--- config.mk ---
export PLATFORM = sky130hd
export DESIGN_NAME = mix_muldiv
export DESIGN_NICKNAME = d
export VERILOG_FILES = /design/src/rtl/mix_muldiv.sv
export SDC_FILE = /design/constraint.sdc
export NUM_CORES = 1
export LEC_CHECK = 0
export CAP_MARGIN = 10
export CORE_MARGIN = 4
export CORE_UTILIZATION = 38
export DETAILED_ROUTE_END_ITERATION = 8
export PLACE_DENSITY = 0.68
export SYNTH_ARGS = -nofsm -noshare
export SYNTH_HDL_FRONTEND = slang
export SYNTH_SLANG_ARGS = --single-unit
--- constraint.sdc ---
create_clock -name clk -period 3.5 [get_ports clk]
set_input_delay 0.7 -clock clk [delete_from_list [all_inputs] [get_ports clk]]
set_output_delay 0.7 -clock clk [all_outputs]
set_load 0.02 [all_outputs]
--- src/rtl/mix_muldiv.sv ---
// mix_muldiv: multi-cycle sign-magnitude MUL/DIV unit for the MIX core.
//   MUL (op=0): {out_a,out_x} = a * v, both halves carry sign(a)^sign(v).
//   DIV (op=1): {|a|,x[W-1:0]} / |v| -> out_a = quotient (sign sa^sv),
//               out_x = remainder (sign sa). |a| >= |v| flags overflow and
//               returns a and x unchanged with no iteration cycles.
// Ports:
//   clk, reset_n     clock, asynchronous active-low reset
//   start, op        one-cycle request (sampled in IDLE only), 0=MUL 1=DIV
//   a, x, v          W+1-bit operands, bit W is the sign
//   busy, stop       ITER/DONE indicator, one-cycle completion pulse
//   out_a, out_x     results, held until the next accepted start
//   overflow         DIV overflow flag
// Build option: define MIX_MULDIV_RADIX4_EN to retire two steps per cycle.
module mix_muldiv #(
  parameter int unsigned BYTE_BITS = 6,
  parameter int unsigned BYTES     = 5
) (
  input  logic                          clk,
  input  logic                          reset_n,
  input  logic                          start,
  input  logic                          op,
  input  logic [BYTES*BYTE_BITS:0]      a,
  input  logic [BYTES*BYTE_BITS:0]      x,
  input  logic [BYTES*BYTE_BITS:0]      v,
  output logic                          busy,
  output logic                          stop,
  output logic [BYTES*BYTE_BITS:0]      out_a,
  output logic [BYTES*BYTE_BITS:0]      out_x,
  output logic                          overflow
);

  localparam int unsigned W  = BYTES * BYTE_BITS;
`ifdef MIX_MULDIV_RADIX4_EN
  localparam int unsigned K  = W / 2;
`else
  localparam int unsigned K  = W;
`endif
  localparam int unsigned CW = $clog2(K + 1);

  typedef enum logic [1:0] {S_IDLE, S_ITER, S_DONE} state_t;

  state_t           state_q, state_d;
  logic [CW-1:0]    cnt_q, cnt_d;
  logic [2*W-1:0]   acc_q, acc_d;
  logic [W-1:0]     vmag_q, vmag_d;
  logic             op_q, op_d;
  logic             sa_q, sa_d;
  logic             sres_q, sres_d;
  logic [W:0]       out_a_q, out_a_d;
  logic [W:0]       out_x_q, out_x_d;
  logic             ovf_q, ovf_d;

  logic [W-1:0]     amag;
  logic [W-1:0]     vmag_in;
  logic [2*W-1:0]   acc_step;

  // One radix-2 step. MUL: acc = {partial product high, multiplier}, shifted
  // right after the conditional add. DIV: acc = {remainder, dividend low /
  // quotient}, shifted left with the quotient bit entering at the bottom.
  function automatic logic [2*W-1:0] step_f(input logic [2*W-1:0] acc,
                                            input logic           is_div,
                                            input logic [W-1:0]   vm);
    logic [W:0] sum;
    logic [W:0] tmp;
    logic [W:0] diff;
    logic       qbit;
    sum  = '0;
    tmp  = '0;
    diff = '0;
    qbit = 1'b0;
    if (is_div) begin
      tmp  = {acc[2*W-1:W], acc[W-1]};
      diff = tmp - {1'b0, vm};
      if (tmp >= {1'b0, vm}) begin
        qbit = 1'b1;
      end else begin
        diff = tmp;
      end
      // Remainder stays below |v| so it always fits in W bits.
      step_f = {diff[W-1:0], acc[W-2:0], qbit};
    end else begin
      sum    = {1'b0, acc[2*W-1:W]} + (acc[0] ? {1'b0, vm} : (W+1)'(0));
      step_f = {sum, acc[W-1:1]};
    end
  endfunction

  assign amag    = a[W-1:0];
  assign vmag_in = v[W-1:0];

`ifdef MIX_MULDIV_RADIX4_EN
  assign acc_step = step_f(step_f(acc_q, op_q, vmag_q), op_q, vmag_q);
`else
  assign acc_step = step_f(acc_q, op_q, vmag_q);
`endif

  // State register.
  always_ff @(posedge clk or negedge reset_n) begin
    if (!reset_n) begin
      state_q <= S_IDLE;
      cnt_q   <= '0;
      acc_q   <= '0;
      vmag_q  <= '0;
      op_q    <= 1'b0;
      sa_q    <= 1'b0;
      sres_q  <= 1'b0;
      out_a_q <= '0;
      out_x_q <= '0;
      ovf_q   <= 1'b0;
    end else begin
      state_q <= state_d;
      cnt_q   <= cnt_d;
      acc_q   <= acc_d;
      vmag_q  <= vmag_d;
      op_q    <= op_d;
      sa_q    <= sa_d;
      sres_q  <= sres_d;
      out_a_q <= out_a_d;
      out_x_q <= out_x_d;
      ovf_q   <= ovf_d;
    end
  end

  // Next-state and result logic.
  always_comb begin
    state_d = state_q;
    cnt_d   = cnt_q;
    acc_d   = acc_q;
    vmag_d  = vmag_q;
    op_d    = op_q;
    sa_d    = sa_q;
    sres_d  = sres_q;
    out_a_d = out_a_q;
    out_x_d = out_x_q;
    ovf_d   = ovf_q;
    unique case (state_q)
      S_IDLE: begin
        if (start) begin
          op_d   = op;
          sa_d   = a[W];
          sres_d = a[W] ^ v[W];
          vmag_d = vmag_in;
          if (op && (amag >= vmag_in)) begin
            // Quotient would not fit (includes divide by +/-0).
            out_a_d = a;
            out_x_d = x;
            ovf_d   = 1'b1;
            state_d = S_DONE;
          end else begin
            acc_d   = op ? {amag, x[W-1:0]} : {W'(0), amag};
            cnt_d   = CW'(K);
            ovf_d   = 1'b0;
            state_d = S_ITER;
          end
        end
      end
      S_ITER: begin
        acc_d = acc_step;
        cnt_d = cnt_q - CW'(1);
        if (cnt_q == CW'(1)) begin
          out_a_d = {sres_q, acc_step[2*W-1:W]};
          out_x_d = {op_q ? sa_q : sres_q, acc_step[W-1:0]};
          if (op_q) begin
            // Division: quotient in the low half, remainder in the high half.
            out_a_d = {sres_q, acc_step[W-1:0]};
            out_x_d = {sa_q, acc_step[2*W-1:W]};
          end
          state_d = S_DONE;
        end
      end
      S_DONE: begin
        state_d = S_IDLE;
      end
      default: begin
        state_d = S_IDLE;
      end
    endcase
  end

  assign busy     = (state_q != S_IDLE);
  assign stop     = (state_q == S_DONE);
  assign out_a    = out_a_q;
  assign out_x    = out_x_q;
  assign overflow = ovf_q;

endmodule

==> metrics.yaml <==
critical_path:
  critPathArrivalTime_ns: 3.75
  timing.critical_path.required_ns: 3.82
  cp-start-kind: "register"
  largest_fanout_on_the_critical_path: 12
  crit_path_start: "acc_q[0]"
  timing.critical_path.cells: "buf_4 -> buf_4 -> buf_4 -> and2_1 -> ha_2 -> buf_4 -> nand2_1 -> nor2_1 -> nand2_1 -> a211oi_1 -> buf_4 -> o31a_1 -> a21oi_2 -> mux2i_1 -> buf_4 -> o21ai_0 -> a221o_1"
  critPathTopFamily: "compound AO/OA/AOI/OAI gates"
  endpoint_kind: "register"
  worstReg2RegStart: "acc_q[0]"
  slowest_stage: "dfrtp_1"
  timing_worst_setup_path_type: "register to register"
  critPathBufInv: 6
  critPathMaxStageDelay_ns: 0.42
  timing.critical_path.mode_cell: "buf_4"
floorplan:
  std_cell_rows: 66
  die_w_um: 190
  io_pins: 162
  die_area_um2: 36100
  die_y_um: 190
  design.core.area_um2: 32600
  initial_core_util_pct: 38.6
routing:
  drc_violations_left: 0
  wl_met3_um: 4760
  routed.top_layer: "met4"
  vias_per_cell: 5.71
  post_drt_wl_per_cell_um: 20.0
  drt-pass1-iter-count: 6
  routed_wire_length_um: 46500
  dr_vias: 13300
  antenna_left: 0
  met2RoutedLength_um: 19100
  drtIter0Drc: 1572
  met1Wirelength_um: 21600
sta:
  max_freq_ghz: 0.292
  worst_clock_skew_ns: 0.0153
  worst_pin_slew_ns: 0.888
  slew_violations: 0
  post-route-period-util_pct: 98.0
  final.min_clock_period_ns: 3.43
  grt_setup_unrepaired: "yes"
  totalNegativeSetupSlack_ns: 0
  slew_headroom_pct: 40.6
  final_hold_viol_count: 0
  setup_viol_count_final: 0
synthesis:
  post_synth_instance_area_um2: 12600
  synth_enable_flop_cells: 0
  yosys_most_used_dff: "dfrtp_1"
  post_synth_num_cell_types: 65
  ys_seq_area_share_pct: 32.4
  synth.net_count: 1780
  synth_async_sr_flop_share_pct: 100
  syn_inst: 1589
  synth.ff_latch_count: 163
  postSynthAreaPerCell_um2: 7.93
  syn_warnings: 0
pwr:
  share_clk_of_total_power_pct: 10.1
  ir_drop_v: 0.000493
  internal_power_mw: 9.92
  pwr-share-seq_pct: 18.8
  p_sw_mw: 9.70
  p_per_area_nw_per_um2: 1160
  combinationalPowerShare_pct: 71.1
  power.switching_fraction_pct: 49.4
  p_leak_nw: 7.78
run:
  cap_viol_max_count: 0
outcome:
  result_of_the_run: "complete, no violations"
cts:
  cts.sink_count: 163
  tritoncts: "built"
  worst_setup_hold_path_clk_slew_ns: 0.08
  clock_path_buffers: 2
  h-tree-depth: 4
  cts_root_buffer: "clkbuf_16"
  cts_inserted_buffers: 17
  clk_latency_worst_skew_pair_ns: 0.45
cells_and_area:
  nNetsFinal: 2061
  layout.core_utilization_pct: 51.9
  diodes: 0
  layout-area-overhead-vs-synth_pct: 34.3
  drive_above_1_share_pct: 16.6
placed_design:
  place.port_buffers: 161
  dp_hpwl_um: 36200
  globalplace.congestion: 0.948
worst_hold_path:
  worstHoldPathType: "input port to asynchronous set/reset pin"
grt:
  globalRouteOverflowTotal: 0
  overall_routing_resource_usage_pct: 24.9
  grt_start_max_net_pins: 134
  first_global_vias: 12500
  grt_antenna_before_repair: 0
  grt_pass1_wl_um: 71100
## cell usage in the layout (no fill, tap or decap), drive strengths merged, types with 23 or more instances in the layout
| master | count |
|---|---|
| inv | 91 |
| a21oi | 150 |
| ha | 92 |
| o21ai | 158 |
| mux2i | 23 |
| nor2b | 35 |
| nor2 | 99 |
| buf | 200 |
| nand2 | 244 |
| a21o | 65 |
| and2 | 35 |
| o31ai | 31 |
| clkdlybuf4s50 | 158 |
| dfrtp | 163 |
| xor2 | 26 |
## cells in the mapped netlist, drive strengths merged, types with 9 or more instances
cell      n  area (um2)
inv      85         319
o22ai    20         125
o211ai   14         105
nor2     99         372
o21ai   158         791
and2     35         219
a211oi   21         168
xor2     26         228
nand4    18         113
nand2b   10        62.6
a311oi    9        78.8
dfrtp   163        4080
nand3    22         110
a21o     65         488
ha       92        1150
a221oi   16         146
nor2b    35         219
clkbuf   66         248
nand2   244         916
o31ai    31         262
xnor2    22         193
a21oi   150         766
buf      31         154
nor3     16        80.1
mux2     12         135
a31oi    17         106
mux2i    23         230
## final timing paths
| kind | end | slack, ns | cells past startpoint |
|---|---|---|---|
| min in group clk | out_a[18] | 0.47 | 2 |
| worst min register to register | out_a[18] | 0.47 | 2 |
| max in group asynchronous | out_x[12] | 2.23 | 2 |
| worst max-delay path | acc_q[55] | 0.07 | 17 |
| worst min-delay path | out_a[8] | 0.34 | 1 |
| worst max register to register | acc_q[55] | 0.07 | 17 |
## power groups by stage
stage               Combinational, mW  Sequential [mW]  Clock (mW)
finish                           14.0             3.69        1.97
global route                     15.2             3.79        2.06
detailed placement               13.1             3.67           0
floorplan                        7.88             3.77           0
CTS                              13.3             3.65        1.98
global placement                 13.0             3.66           0
## per-stage QoR
stage	hold WS, ns	cell area (um2)	power (mW)	setup WS, ns	cells
3_5_place_dp	0.462	16000	16.8	-0.371	2289
2_1_floorplan	0.404	12600	11.7	0.441	1589
3_3_place_gp	0.456	16000	16.6	-0.330	2289
4_1_cts	0.381	16600	18.9	-0.00654	2321
5_1_grt	0.401	16900	21.0	-0.0451	2325
6_report	0.338	16900	19.6	0.0704	2325
## kinds of logic after synthesis
| family | synth area share [%] |
|---|---|
| AOI/OAI and AO/OA | 28.0 |
| adders and majority gates | 9.45 |
| DFF | 32.4 |
| and+or+nand+nor | 18.2 |
| xor gates and xnor gates | 3.34 |
| muxes | 2.90 |
| buffers and inverters | 5.72 |
## layer usage
metal	vias up	GRT usage (%)
li1	6232	-
met1	6323	38.3
met2	658	35.5
met3	62	5.36
met4	0	6.07
met5	-	0
## cell type report
cell class | instances | area (um2)
fillers | 3018 | 15700
multi-input cells | 1244 | 8160
flip-flops and latches | 163 | 4080
repair buffers | 359 | 3210
well taps | 442 | 553
clock buffers | 18 | 429
inverters | 85 | 319
clock inverters | 14 | 166
## worst reg2reg max path, stage by stage, from the launching register on
cell      delay, ns
dfrtp_1        0.42
buf_4          0.16
buf_4          0.17
buf_4          0.18
and2_1         0.14
ha_2           0.37
buf_4          0.12
nand2_1        0.04
nor2_1         0.18
nand2_1        0.08
a211oi_1       0.21
buf_4          0.15
o31a_1         0.28
a21oi_2        0.11
mux2i_1        0.15
buf_4          0.16
o21ai_0        0.09
a221o_1        0.31
## sequential cells by signal, summed over array words and instances (netlist names)
signal	flops
sa_q	1
out_a	31
cnt_q	5
op_q	1
acc_q	60
sres_q	1
vmag_q	30
overflow	1
state_q	2
out_x	31
## timing repair
item,in CTS,in global routing
cloned,0,0
endpoints found under the setup margin,17,62
hold buffers,0,0
pin swaps,6,20
buffers inserted,0,4
gates resized for setup,15,55
Power figures use the tool's default switching activity.
